<file path="src/rtl/audio_i2s_tx.sv">
// Multi-channel serial audio transmitter (I2S, left-justified or TDM).
// Frames are buffered in a FIFO and serialised MSB-first with generated BCLK/LRCLK.
module audio_i2s_tx #(
    parameter int SAMPLE_W   = 16,
    parameter int SLOT_W     = 32,
    parameter int CHANNELS   = 2,
    parameter int FIFO_DEPTH = 16,
    parameter int SCLK_DIV   = 8,
    parameter int MODE       = 0
) (
    input  logic                             Clk,
    input  logic                             Reset,
    input  logic                             En,
    input  logic                             Mute,
    input  logic [CHANNELS*SAMPLE_W-1:0]     In_Data,
    input  logic                             In_Valid,
    output logic                             In_Ready,
    output logic [$clog2(FIFO_DEPTH+1)-1:0]  Fifo_Level,
    output logic                             Underrun,
    input  logic                             Underrun_Clr,
    output logic                             Frame_Pulse,
    output logic                             I2S_BCLK,
    output logic                             I2S_LRCLK,
    output logic                             I2S_DOUT
);
    localparam int FRAME_W = CHANNELS * SAMPLE_W;
    localparam int N       = CHANNELS * SLOT_W;
    localparam int BIT_W   = (N > 1) ? $clog2(N) : 1;
    localparam int DIV_W   = (SCLK_DIV > 1) ? $clog2(SCLK_DIV) : 1;
    localparam int PTR_W   = $clog2(FIFO_DEPTH);
    localparam int LVL_W   = $clog2(FIFO_DEPTH + 1);

    typedef enum logic [1:0] {IDLE, RUN, DRAIN} state_t;

    logic [FRAME_W-1:0] mem [FIFO_DEPTH];
    logic [FRAME_W-1:0] rd_data;
    logic [PTR_W-1:0]   wr_ptr, rd_ptr;
    logic               fifo_empty, push, pop;

    state_t             state;
    logic [DIV_W-1:0]   div_cnt;
    logic [BIT_W-1:0]   bit_idx, next_idx;
    logic [N-1:0]       fifo_frame, load_frame, shift_reg;
    logic               div_wrap, fall, at_wrap, stop, load;
    logic               lj_bit, lj_prev, next_lr;

    assign fifo_empty = (Fifo_Level == '0);
    assign In_Ready   = (Fifo_Level != LVL_W'(FIFO_DEPTH));
    assign push       = In_Valid && In_Ready;
    assign rd_data    = mem[rd_ptr];

    // NOTE: sample storage has no reset; the pointers and level alone say what is valid.
    always_ff @(posedge Clk) begin
        if (push) mem[wr_ptr] <= In_Data;
    end

    always_ff @(posedge Clk) begin
        if (Reset) begin
            wr_ptr     <= '0;
            rd_ptr     <= '0;
            Fifo_Level <= '0;
        end else begin
            if (push) wr_ptr <= wr_ptr + PTR_W'(1);
            if (pop)  rd_ptr <= rd_ptr + PTR_W'(1);
            case ({push, pop})
                2'b10:   Fifo_Level <= Fifo_Level + LVL_W'(1);
                2'b01:   Fifo_Level <= Fifo_Level - LVL_W'(1);
                default: ;
            endcase
        end
    end

    // Transmit-order frame: slot 0 occupies the top SLOT_W bits, sample left-aligned in its slot.
    for (genvar k = 0; k < CHANNELS; k++) begin : g_slot
        assign fifo_frame[N-1-k*SLOT_W -: SLOT_W] =
            SLOT_W'(rd_data[k*SAMPLE_W +: SAMPLE_W]) << (SLOT_W - SAMPLE_W);
    end

    assign div_wrap   = (div_cnt == DIV_W'(SCLK_DIV - 1));
    assign fall       = (state != IDLE) && div_wrap && I2S_BCLK;
    assign at_wrap    = (bit_idx == BIT_W'(N - 1));
    assign next_idx   = at_wrap ? '0 : bit_idx + BIT_W'(1);
    assign stop       = fall && at_wrap && (state == DRAIN) && !En;
    assign load       = fall && at_wrap && !stop;
    assign pop        = load && !fifo_empty;
    assign load_frame = (Mute || fifo_empty) ? '0 : fifo_frame;
    assign lj_bit     = load ? load_frame[N-1] : shift_reg[N-1];
    assign next_lr    = (MODE == 2) ? (next_idx == '0)
                                    : (((32'(next_idx) / SLOT_W) % 2) != 0);

    always_ff @(posedge Clk) begin
        if (Reset)                    Underrun <= 1'b0;
        else if (load && fifo_empty)  Underrun <= 1'b1;
        else if (Underrun_Clr)        Underrun <= 1'b0;
    end

    // NOTE: all state here is non-blocking so every branch sees the pre-edge values.
    always_ff @(posedge Clk) begin
        if (Reset) begin
            state       <= IDLE;
            div_cnt     <= '0;
            bit_idx     <= '0;
            shift_reg   <= '0;
            lj_prev     <= 1'b0;
            Frame_Pulse <= 1'b0;
            I2S_BCLK    <= 1'b0;
            I2S_LRCLK   <= 1'b0;
            I2S_DOUT    <= 1'b0;
        end else begin
            Frame_Pulse <= load;
            case (state)
                IDLE: begin
                    div_cnt   <= '0;
                    I2S_BCLK  <= 1'b0;
                    I2S_LRCLK <= 1'b0;
                    I2S_DOUT  <= 1'b0;
                    lj_prev   <= 1'b0;
                    if (En) begin
                        state   <= RUN;
                        bit_idx <= BIT_W'(N - 1);
                    end
                end
                default: begin
                    if (state == RUN && !En)       state <= DRAIN;
                    else if (state == DRAIN && En) state <= RUN;
                    div_cnt <= div_wrap ? '0 : div_cnt + DIV_W'(1);
                    if (div_wrap) I2S_BCLK <= !I2S_BCLK;
                    if (stop) begin
                        state     <= IDLE;
                        bit_idx   <= '0;
                        lj_prev   <= 1'b0;
                        I2S_LRCLK <= 1'b0;
                        I2S_DOUT  <= 1'b0;
                    end else if (fall) begin
                        bit_idx   <= next_idx;
                        I2S_LRCLK <= next_lr;
                        I2S_DOUT  <= (MODE == 1) ? lj_bit : lj_prev;
                        lj_prev   <= lj_bit;
                        shift_reg <= load ? (load_frame << 1) : (shift_reg << 1);
                    end
                end
            endcase
        end
    end
endmodule
</file>
<file path="config.mk">
export PLATFORM = sky130hd
export DESIGN_NAME = audio_i2s_tx
export DESIGN_NICKNAME = d
export VERILOG_FILES = /design/src/rtl/audio_i2s_tx.sv
export SDC_FILE = /design/constraint.sdc
export NUM_CORES = 1
export LEC_CHECK = 0
export CAP_MARGIN = 30
export CORE_UTILIZATION = 40
export DETAILED_ROUTE_END_ITERATION = 12
export PLACE_DENSITY = 0.53
export SYNTH_ARGS = -nofsm -noshare
export SYNTH_HDL_FRONTEND = slang
export SYNTH_SLANG_ARGS = --single-unit
</file>
<file path="constraint.sdc">
create_clock -name Clk -period 6 [get_ports Clk]
set_clock_uncertainty 0.05 [all_clocks]
set_input_delay 1.2 -clock Clk [delete_from_list [all_inputs] [get_ports Clk]]
set_output_delay 1.2 -clock Clk [all_outputs]
set_load 0.05 [all_outputs]
</file>
==> run metrics, run 1 <==
post-CTS sizing 0; clock root buffer master clkbuf_16; headroom to the max-slew limit 0.388; die outline width 240 µm; drt pass-1 iters 5; Hold Crit Class register to register; routability cong. 0.732; Syn Nets 1203; I/O pins 49; share of cells above drive strength 1 0.248; setup tns final 0 ps; crit share post-route 0.631; max reg flops 512; post-route ant nets 0; most numerous cell on the critical path ha_1; Setup-failing EPs final 0; vias in the first global route 11.5k; arrival time at the worst endpoint 4240 ps; Post-CTS Setup Bufs 0; most frequent cell after synthesis edfxtp_1; Critical Path RT 6460 ps; Sink Count 593; Via-to-Cell Ratio 5.48; Pleak 8.17 nW; worst vdd ir 237 µV; Max Cap Viol 0; RSZ-0062 raised after global routing no; Main synth FF type edfxtp_1; reg2reg path depth 13; DR iter-0 viols 937; Cells after Synth 1153; PD cells 326 nW/µm²; Syn Area/Cell 19.7 µm²; Clock Path Buffers 3; reg2reg end Fifo_Level[4]; Seq cells post-synth 593; Worst-Margin Slew 918 ps; CP startpoint div_cnt[0]; CTS Hold Bufs 0; routed len/inst 24.9 µm; Hold Crit Depth 1; initial antenna violation count 1; diode count 0; Starting Density 0.404; DRC violations left 0; Die Y 240 µm; Clk Latency, worst-skew pair 640 ps; area growth from synthesis to layout 15.8%; Fin Hold WS 386 ps; Post-synth top cells edfxtp_1, mux4_2, dfxtp_1, nor2_1, a22oi_1; Synth area leaders edfxtp_1, mux4_2, dfxtp_1, a22oi_1, mux2_2; Final min period 3790 ps; top-area cell type share of the netlist area 0.676; area leader, netlist edfxtp_1; Final Hold Fails 0; Die ar. 57800 µm²; flop2flop setup slack 2210 ps; startpoint types register; Max Freq 264 MHz; final-stage net count 1277; Slew Viols, Final 0; worst setup path class register to register; worst stage delay on the critical path 480 ps; Cell variety after synth 50; worst-path cell chain ha_1 -> ha_1 -> o211a_1 -> nand4_1 -> nor2_1 -> ha_1 -> xor2_1 -> ha_1 -> nor2_1 -> nor3b_1 -> o21ai_0 -> a31oi_1 -> mux2_2; H-tree depth 2; grt ovf 0; DRT Wirelength 50800 µm; CTS tree built; number of clock buffers inserted by TritonCTS 61; Setup crit end Fifo_Level[4]; GR Util All Layers 0.182; DR vias 11.2k; outcome completed; Worst-path clk slew 60 ps; Post-synth ARST share 0; number of warnings issued by yosys 0; critical path endpoint category register; number of synthesized flops with an enable pin 512; Slowest-stage cell, CP o211a_1; RR Startpoint div_cnt[0]; global-route wire length before repair 76300 µm; biggest fanout along the worst timing path 11; Core Footprint 56300 µm²; PortBufs 48; sequential share of the synthesized area 0.748; row count 87; Cell Area, Synth 22700 µm²; total power 8.59 mW; Detailed Place HPWL 29200 µm; largest net degree at the start of global routing 74
==> cells by family after synthesis <==
kind of cell / Yosys count / share of synthesized area
adder cells (fa/ha/maj): 12 / 0.00661
AO/OA/AOI/OAI: 174 / 0.0553
flip-flops: 593 / 0.748
XOR/XNOR: 11 / 0.00424
buffers and inverters: 74 / 0.0165
multiplexers: 161 / 0.143
AND/OR/NAND/NOR: 128 / 0.0265
==> critical path, delay by kind of cell (launching register included) <==
kind,cells,cell delay (ps)
simple gates,4,890
xor+xnor,1,190
flops,1,340
fa+ha+maj,4,1070
compound gates,3,780
mux,1,340
==> routing by layer <==
layer | vias up | track usage | part of all wire | wire length (µm)
met3 | 72 | 0.0270 | 0.047 | 2390
li1 | 4917 | - | - | -
met1 | 5911 | 0.253 | 0.44 | 22300
met2 | 253 | 0.299 | 0.49 | 25100
met4 | 0 | 0.0521 | 0.020 | 1010
met5 | - | 0 | 0 | 0
==> cell usage in the layout, fill, tap and decap left out, drive strengths merged, types with 2 or more instances in the layout <==
cell type / count
edfxtp: 512
mux4: 128
clkbuf: 86
dfxtp: 81
nor2: 57
a22oi: 47
clkdlybuf4s50: 47
a21oi: 45
buf: 34
o22ai: 32
mux2: 31
a22o: 30
clkinv: 18
nand2: 17
nor3: 17
ha: 12
inv: 8
nand3: 7
bufinv: 7
xor2: 6
nand2b: 6
o21ai: 5
xnor2: 5
nand4: 4
nand3b: 4
nor2b: 4
nor3b: 3
nor4: 2
o211a: 2
mux2i: 2
a221oi: 2
a21o: 2
or2: 2
and2: 2
==> per-stage QoR <==
step,worst slack (ps),area (µm²),util,cells
finish,2210,26300,0.468,2035
global route,1890,26300,0.468,2035
CTS,2210,26300,0.467,2034
detailed placement,1640,24300,0.432,1919
global placement,1680,24200,0.429,1913
floorplan,1400,22700,-,1153
==> worst min-delay path by stage <==
stage	start	to	slack, ps
floorplan	div_cnt[0]	div_cnt[0]	350
global placement	div_cnt[0]	div_cnt[0]	370
detailed placement	div_cnt[0]	div_cnt[0]	390
CTS	div_cnt[0]	div_cnt[0]	400
global route	div_cnt[0]	div_cnt[0]	410
finish	div_cnt[0]	div_cnt[0]	390
==> final cells by class <==
cell class | count | area (µm²)
timing repair buffer | 81 | 847
fill | 4711 | 30000
clock buffer | 86 | 1670
clock inverter | 29 | 339
sequential | 593 | 17000
inverter | 4 | 15.0
tap | 756 | 946
multi-input combinational | 486 | 5490
==> report_power, final <==
part	internal [mW]	leakage, nW	switching [mW]
logic	0.0792	1.90	0.155
clock network	2.24	0.990	1.57
registers	4.53	5.28	0.0180
total	6.85	8.17	1.74
No activity file was read; power rests on OpenSTA's default activity.
==> run 2: changes to the inputs <==
--- a/config.mk
+++ b/config.mk
@@ -8,7 +8,7 @@
 export CAP_MARGIN = 30
 export CORE_UTILIZATION = 40
 export DETAILED_ROUTE_END_ITERATION = 12
-export PLACE_DENSITY = 0.53
+export PLACE_DENSITY = 0.55
 export SYNTH_ARGS = -nofsm -noshare
 export SYNTH_HDL_FRONTEND = slang
 export SYNTH_SLANG_ARGS = --single-unit
==> constraint.sdc (replaced) <==
create_clock -name Clk -period 3.4 [get_ports Clk]
set_clock_uncertainty 0.05 [all_clocks]
set_input_delay 0.68 -clock Clk [delete_from_list [all_inputs] [get_ports Clk]]
set_output_delay 0.68 -clock Clk [all_outputs]
set_load 0.05 [all_outputs]
==> run 2 against run 1 <==
Power is 79% higher. Via count is 1.1% higher. Sequential cell count stayed put. Global-route usage is 0.29 points lower. Sequential share of layout area is 1.0 points lower. Maximum frequency is 27% higher. Count of clock-buffer cells in the layout is 1 lower. Cell count is 1.5% higher. Wire length is 1.3% lower. Register-to-register slack worse by 1800 ps. Design area is 1.6% higher. Largest power group unchanged.
==> run metrics, run 2 (synthesis gave the netlist of run 1 again) <==
area of the multi-input gates 5510 µm² (+0.46%); Starting Density 0.404 (unchanged); I/O pins 49 (unchanged); Core Footprint 56300 µm² (unchanged); RSZ-0062 raised after global routing no; CTS tree built; post-CTS sizing 0 (unchanged); Die ar. 57800 µm² (unchanged); H-tree depth 2 (unchanged); outcome completed; routed len/inst 24.3 µm (-2.8%); worst setup path class register to register; post-route cell area 26700 µm² (+1.6%); row count 87 (unchanged); post-route ant nets 0 (unchanged); Pint 12.3 mW (+80%); total power 15.4 mW (+79%); initial antenna violation count 2 (+1); Filler cells 4719 (+0.17%); Clock Path Buffers 3 (unchanged); GR Util All Layers 0.179 (-0.00288); routability cong. 0.747 (+2.1%); biggest fanout along the worst timing path 6 (-5); worst vdd ir 389 µV (+64%); commonest non-fill, non-tap cells in the layout edfxtp_1, mux4_2, dfxtp_1; Detailed Place HPWL 27600 µm (-5.6%); share of power burned in registers 0.522 (-0.007); PD cells 575 nW/µm² (+76%); share of cells above drive strength 1 0.272 (+0.0241); Sw Share 0.198 (-0.00425); final-stage net count 1308 (+2.4%); Critical Path RT 3860 ps (-2600 ps); area growth from synthesis to layout 17.7%; arrival time at the worst endpoint 3440 ps (-800 ps); crit share post-route 0.878 (+0.247); Sink Count 593 (unchanged); commonest non-fill, non-tap cell in the layout edfxtp_1; Via-to-Cell Ratio 5.46 (-0.37%); vias in the first global route 11.6k (+0.91%); Pleak 8.38 nW (+2.5%); diode count 0 (unchanged); largest net degree at the start of global routing 52 (-30%); max reg flops 512 (unchanged); Setup-failing EPs final 0 (unchanged); Worst-path clk slew 60 ps (about the same); startpoint types register; Sw Pwr 3.05 mW (+75%); Worst-Margin Slew 704 ps (-214 ps); Comb power frac 0.026 (about the same); headroom to the max-slew limit 0.531 (+0.143); critical path endpoint category register; clock root buffer master clkbuf_16; DR vias 11.3k (+1.1%); grt ovf 0 (unchanged); die outline width 240 µm (unchanged); Max Cap Viol 0 (unchanged); DRC violations left 0 (unchanged); Max Freq 335 MHz (+27%); Clock power frac 0.452 (+0.009); Final min period 2980 ps (-803 ps); placed instance area 24600 µm² (+1.5%); CTS Hold Bufs 0 (unchanged); Final Hold Fails 0 (unchanged); FF/Latch Area 17000 µm² (unchanged); Die Y 240 µm (unchanged); Hold Crit Class register to register; PortBufs 48 (unchanged); DR iter-0 viols 780 (-17%); DRT Wirelength 50100 µm (-1.3%); drt pass-1 iters 5 (unchanged); global-route wire length before repair 75400 µm (-1.2%); number of clock buffers inserted by TritonCTS 60 (-1.6%); Slew Viols, Final 0 (unchanged); Clk Latency, worst-skew pair 620 ps (-20 ps); Post-CTS Setup Bufs 0 (unchanged)
run 2: metal layers:
| layer | wire [µm] | up-vias | global-route usage |
|---|---|---|---|
| met5 | 23 | - | 0 |
| met4 | 1050 | 4 | 0.0496 |
| met3 | 2310 | 78 | 0.0255 |
| met2 | 24200 | 255 | 0.289 |
| met1 | 22500 | 5956 | 0.255 |
| li1 | - | 4982 | - |
run 2: power by group through the flow:
stage | logic, mW | registers, mW | clock network [mW]
after global routing | 0.438 | 8.02 | 7.35
after detailed placement | 0.406 | 8.17 | 0
final | 0.400 | 8.02 | 6.95
after CTS | 0.408 | 8.02 | 7.11
after floorplan | 0.173 | 8.17 | 0
after global placement | 0.397 | 8.17 | 0
run 2: final timing paths:
check             start            end  slack, ps  cells past startpoint
max reg2reg  div_cnt[0]  Fifo_Level[4]        420                     13
max          div_cnt[0]  Fifo_Level[4]        420                     13
min reg2reg  div_cnt[0]     div_cnt[0]        390                      1
min          div_cnt[0]     div_cnt[0]        390                      1
run 2: layout make-up:
class | instances | share of cell area
flip-flops and latches | 593 | 0.636
repair buffers | 113 | 0.0435
multi-input cells | 486 | 0.206
well taps | 756 | 0.0354
clock inverters | 28 | 0.0147
clock buffers | 85 | 0.0638
inverters | 4 | 0.000561
run 2: through the flow:
| stage | setup slack (ps) | TNS, ps | hold slack (ps) | utilization | cells |
|---|---|---|---|---|---|
| 5_1_grt | 137 | 0 | 404 | 0.475 | 2065 |
| 3_3_place_gp | -28.9 | -28.9 | 363 | 0.438 | 1952 |
| 2_1_floorplan | -180 | -54540 | 353 | - | 1153 |
| 6_report | 415 | 0 | 390 | 0.475 | 2065 |
| 3_5_place_dp | -25.8 | -25.8 | 383 | 0.438 | 1952 |
| 4_1_cts | 375 | 0 | 392 | 0.475 | 2065 |
run 2: worst max-delay path: stages (launching register included):
cell     delay (ps)
dfxtp_1         340
ha_1            160
ha_1            290
o211a_1         220
nand4_1         130
nor2_1          160
ha_1            240
xor2_1          160
ha_1            210
nor2_1           50
nor3b_1         200
o21ai_0         130
a31oi_1         200
mux2_2          340
==> run 3: changes to the inputs <==
--- a/config.mk
+++ b/config.mk
@@ -8,7 +8,7 @@
 export CAP_MARGIN = 30
 export CORE_UTILIZATION = 40
 export DETAILED_ROUTE_END_ITERATION = 12
-export PLACE_DENSITY = 0.55
+export PLACE_DENSITY = 0.53
 export SYNTH_ARGS = -nofsm -noshare
 export SYNTH_HDL_FRONTEND = slang
 export SYNTH_SLANG_ARGS = --single-unit
==> constraint.sdc (replaced) <==
create_clock -name Clk -period 2.9 [get_ports Clk]
set_clock_uncertainty 0.05 [all_clocks]
set_input_delay 0.58 -clock Clk [delete_from_list [all_inputs] [get_ports Clk]]
set_output_delay 0.58 -clock Clk [all_outputs]
set_load 0.05 [all_outputs]
==> run 3 against run 2 <==
Sequential power grew 17%. Register-to-register slack worse by 190 ps. Non-clock buffer count grew 7. Hold slack worse by 13 ps. Sequential cell count unchanged. Via count shrank 0.13%. Sequential share of layout area fell by 0.48 points. Critical path depth decreased by 10. Design area increased by 0.82%. Setup slack lost 240 ps. Die area stayed put. Critical endpoint is now In_Ready. Largest power group unchanged.
==> run metrics, run 3 (synthesis gave the netlist of run 1 again) <==
Final min period 2730 ps; Final Hold Fails 0 (unchanged); Sw Pwr 3.55 mW (+16%); Via-to-Cell Ratio 5.43 (-0.52%); post-CTS sizing 0 (unchanged); crit share post-route 0.940; Starting Density 0.404 (unchanged); initial antenna violation count 2 (unchanged); share of cells above drive strength 1 0.282 (+0.0102); Detailed Place HPWL 27400 µm (-0.50%); worst vdd ir 471 µV (+21%); die outline width 240 µm (unchanged); reg2reg path depth 13 (unchanged); Pleak 8.40 nW (+0.26%); DRC violations left 0 (unchanged); clock root buffer master clkbuf_16; Die Y 240 µm (unchanged); routed len/inst 24.3 µm (+0.12%); Max Freq 367 MHz; critical path endpoint category output port; Clock Path Buffers 3 (unchanged); biggest fanout along the worst timing path 5 (-1); max reg flops 512 (unchanged); Hold Crit Class input pin to register; largest net degree at the start of global routing 73 (+40%); Fin Hold WS 377 ps (-12.8 ps); commonest non-fill, non-tap cells in the layout edfxtp_1, mux4_2, dfxtp_1; Worst-Margin Slew 616 ps (-87.3 ps); vias in the first global route 11.6k (-0.21%); RSZ-0062 raised after global routing no; Sw Share 0.202 (+0.00351); arrival time at the worst endpoint 2100 ps (-1340 ps); grt ovf 0 (unchanged); Clk Latency, worst-skew pair 620 ps (about the same); headroom to the max-slew limit 0.588 (+0.0569); Comb power frac 0.028 (+0.002); Clock power frac 0.436 (-0.016); share of power burned in registers 0.535 (+0.013); DRT Wirelength 50300 µm (+0.51%); Pint 14.0 mW (+14%); DR vias 11.3k (-0.13%); DR iter-0 viols 770 (-1.3%); outcome completed; Hold Crit Depth 2 (+1); drt pass-1 iters 5 (unchanged); I/O pins 49 (unchanged); PortBufs 48 (unchanged); hold_sp Reset; Die ar. 57800 µm² (unchanged); area growth from synthesis to layout 18.6%; startpoint types register; Slew Viols, Final 0 (unchanged); GR Util All Layers 0.180 (+0.00107); CP startpoint Fifo_Level[0]; worst setup path class register to output port; Core Footprint 56300 µm² (unchanged); Sink Count 593 (unchanged); Setup-failing EPs final 0 (unchanged); CTS tree built; CTS Hold Bufs 0 (unchanged); commonest non-fill, non-tap cell in the layout edfxtp_1; Max Cap Viol 0 (unchanged); RR Startpoint div_cnt[0]; H-tree depth 2 (unchanged); row count 87 (unchanged); Critical Path RT 2270 ps (-1590 ps); routability cong. 0.764 (+2.4%); Placement Setup Slack -376 ps (-350 ps); global-route wire length before repair 75700 µm (+0.43%); Post-CTS Setup Bufs 0 (unchanged); PnR worst setup slack 174 ps (-241 ps); PD cells 651 nW/µm² (+13%); post-route ant nets 0 (unchanged); number of clock buffers inserted by TritonCTS 60 (unchanged); final-stage net count 1315 (+0.54%); Worst-path clk slew 60 ps (about the same)
-- run 3: final timing paths --
path                   end  slack, ps
max               In_Ready        170
max reg2reg  Fifo_Level[4]        230
min reg2reg     div_cnt[0]        380
min          Fifo_Level[1]        380
-- run 3: metal layers --
layer / GRT usage / vias up / share of wire
met1: 0.247 / 5989 / 0.45
li1: - / 4997 / -
met5: 0 / - / 0
met3: 0.0311 / 60 / 0.037
met2: 0.299 / 214 / 0.49
met4: 0.0446 / 0 / 0.018
-- run 3: critical path: stages, from the launching register on --
cell and delay (ps):
dfxtp_2 360, nor4_4 340, nand2_1 90, clkdlybuf4s50_1 710
-- run 3: layout make-up --
| type | count | area, µm² |
|---|---|---|
| sequential | 593 | 17000 |
| fill | 4677 | 29300 |
| timing repair buffer | 120 | 1430 |
| multi-input combinational | 486 | 5600 |
| inverter | 4 | 15.0 |
| antenna | 2 | 5.00 |
| clock inverter | 35 | 337 |
| clock buffer | 77 | 1620 |
| tap | 756 | 946 |
-- run 3: power groups by stage --
stage	Combinational (mW)	Sequential [mW]	Clock [mW]
final	0.494	9.40	7.66
after detailed placement	0.499	9.58	0
after floorplan	0.214	9.58	0
after global placement	0.491	9.58	0
after global routing	0.540	9.41	8.16
after CTS	0.501	9.40	7.85
-- run 3: metrics by stage --
step	util	power [mW]	cells	TNS (ps)	area (µm²)
after floorplan	-	9.80	1153	-22.0	22900
after global placement	0.444	10.1	1959	-456	25000
after detailed placement	0.444	10.1	1959	-467	25000
after CTS	0.479	17.8	2071	0	26900
after global routing	0.479	18.1	2072	0	27000
final	0.479	17.6	2073	0	27000
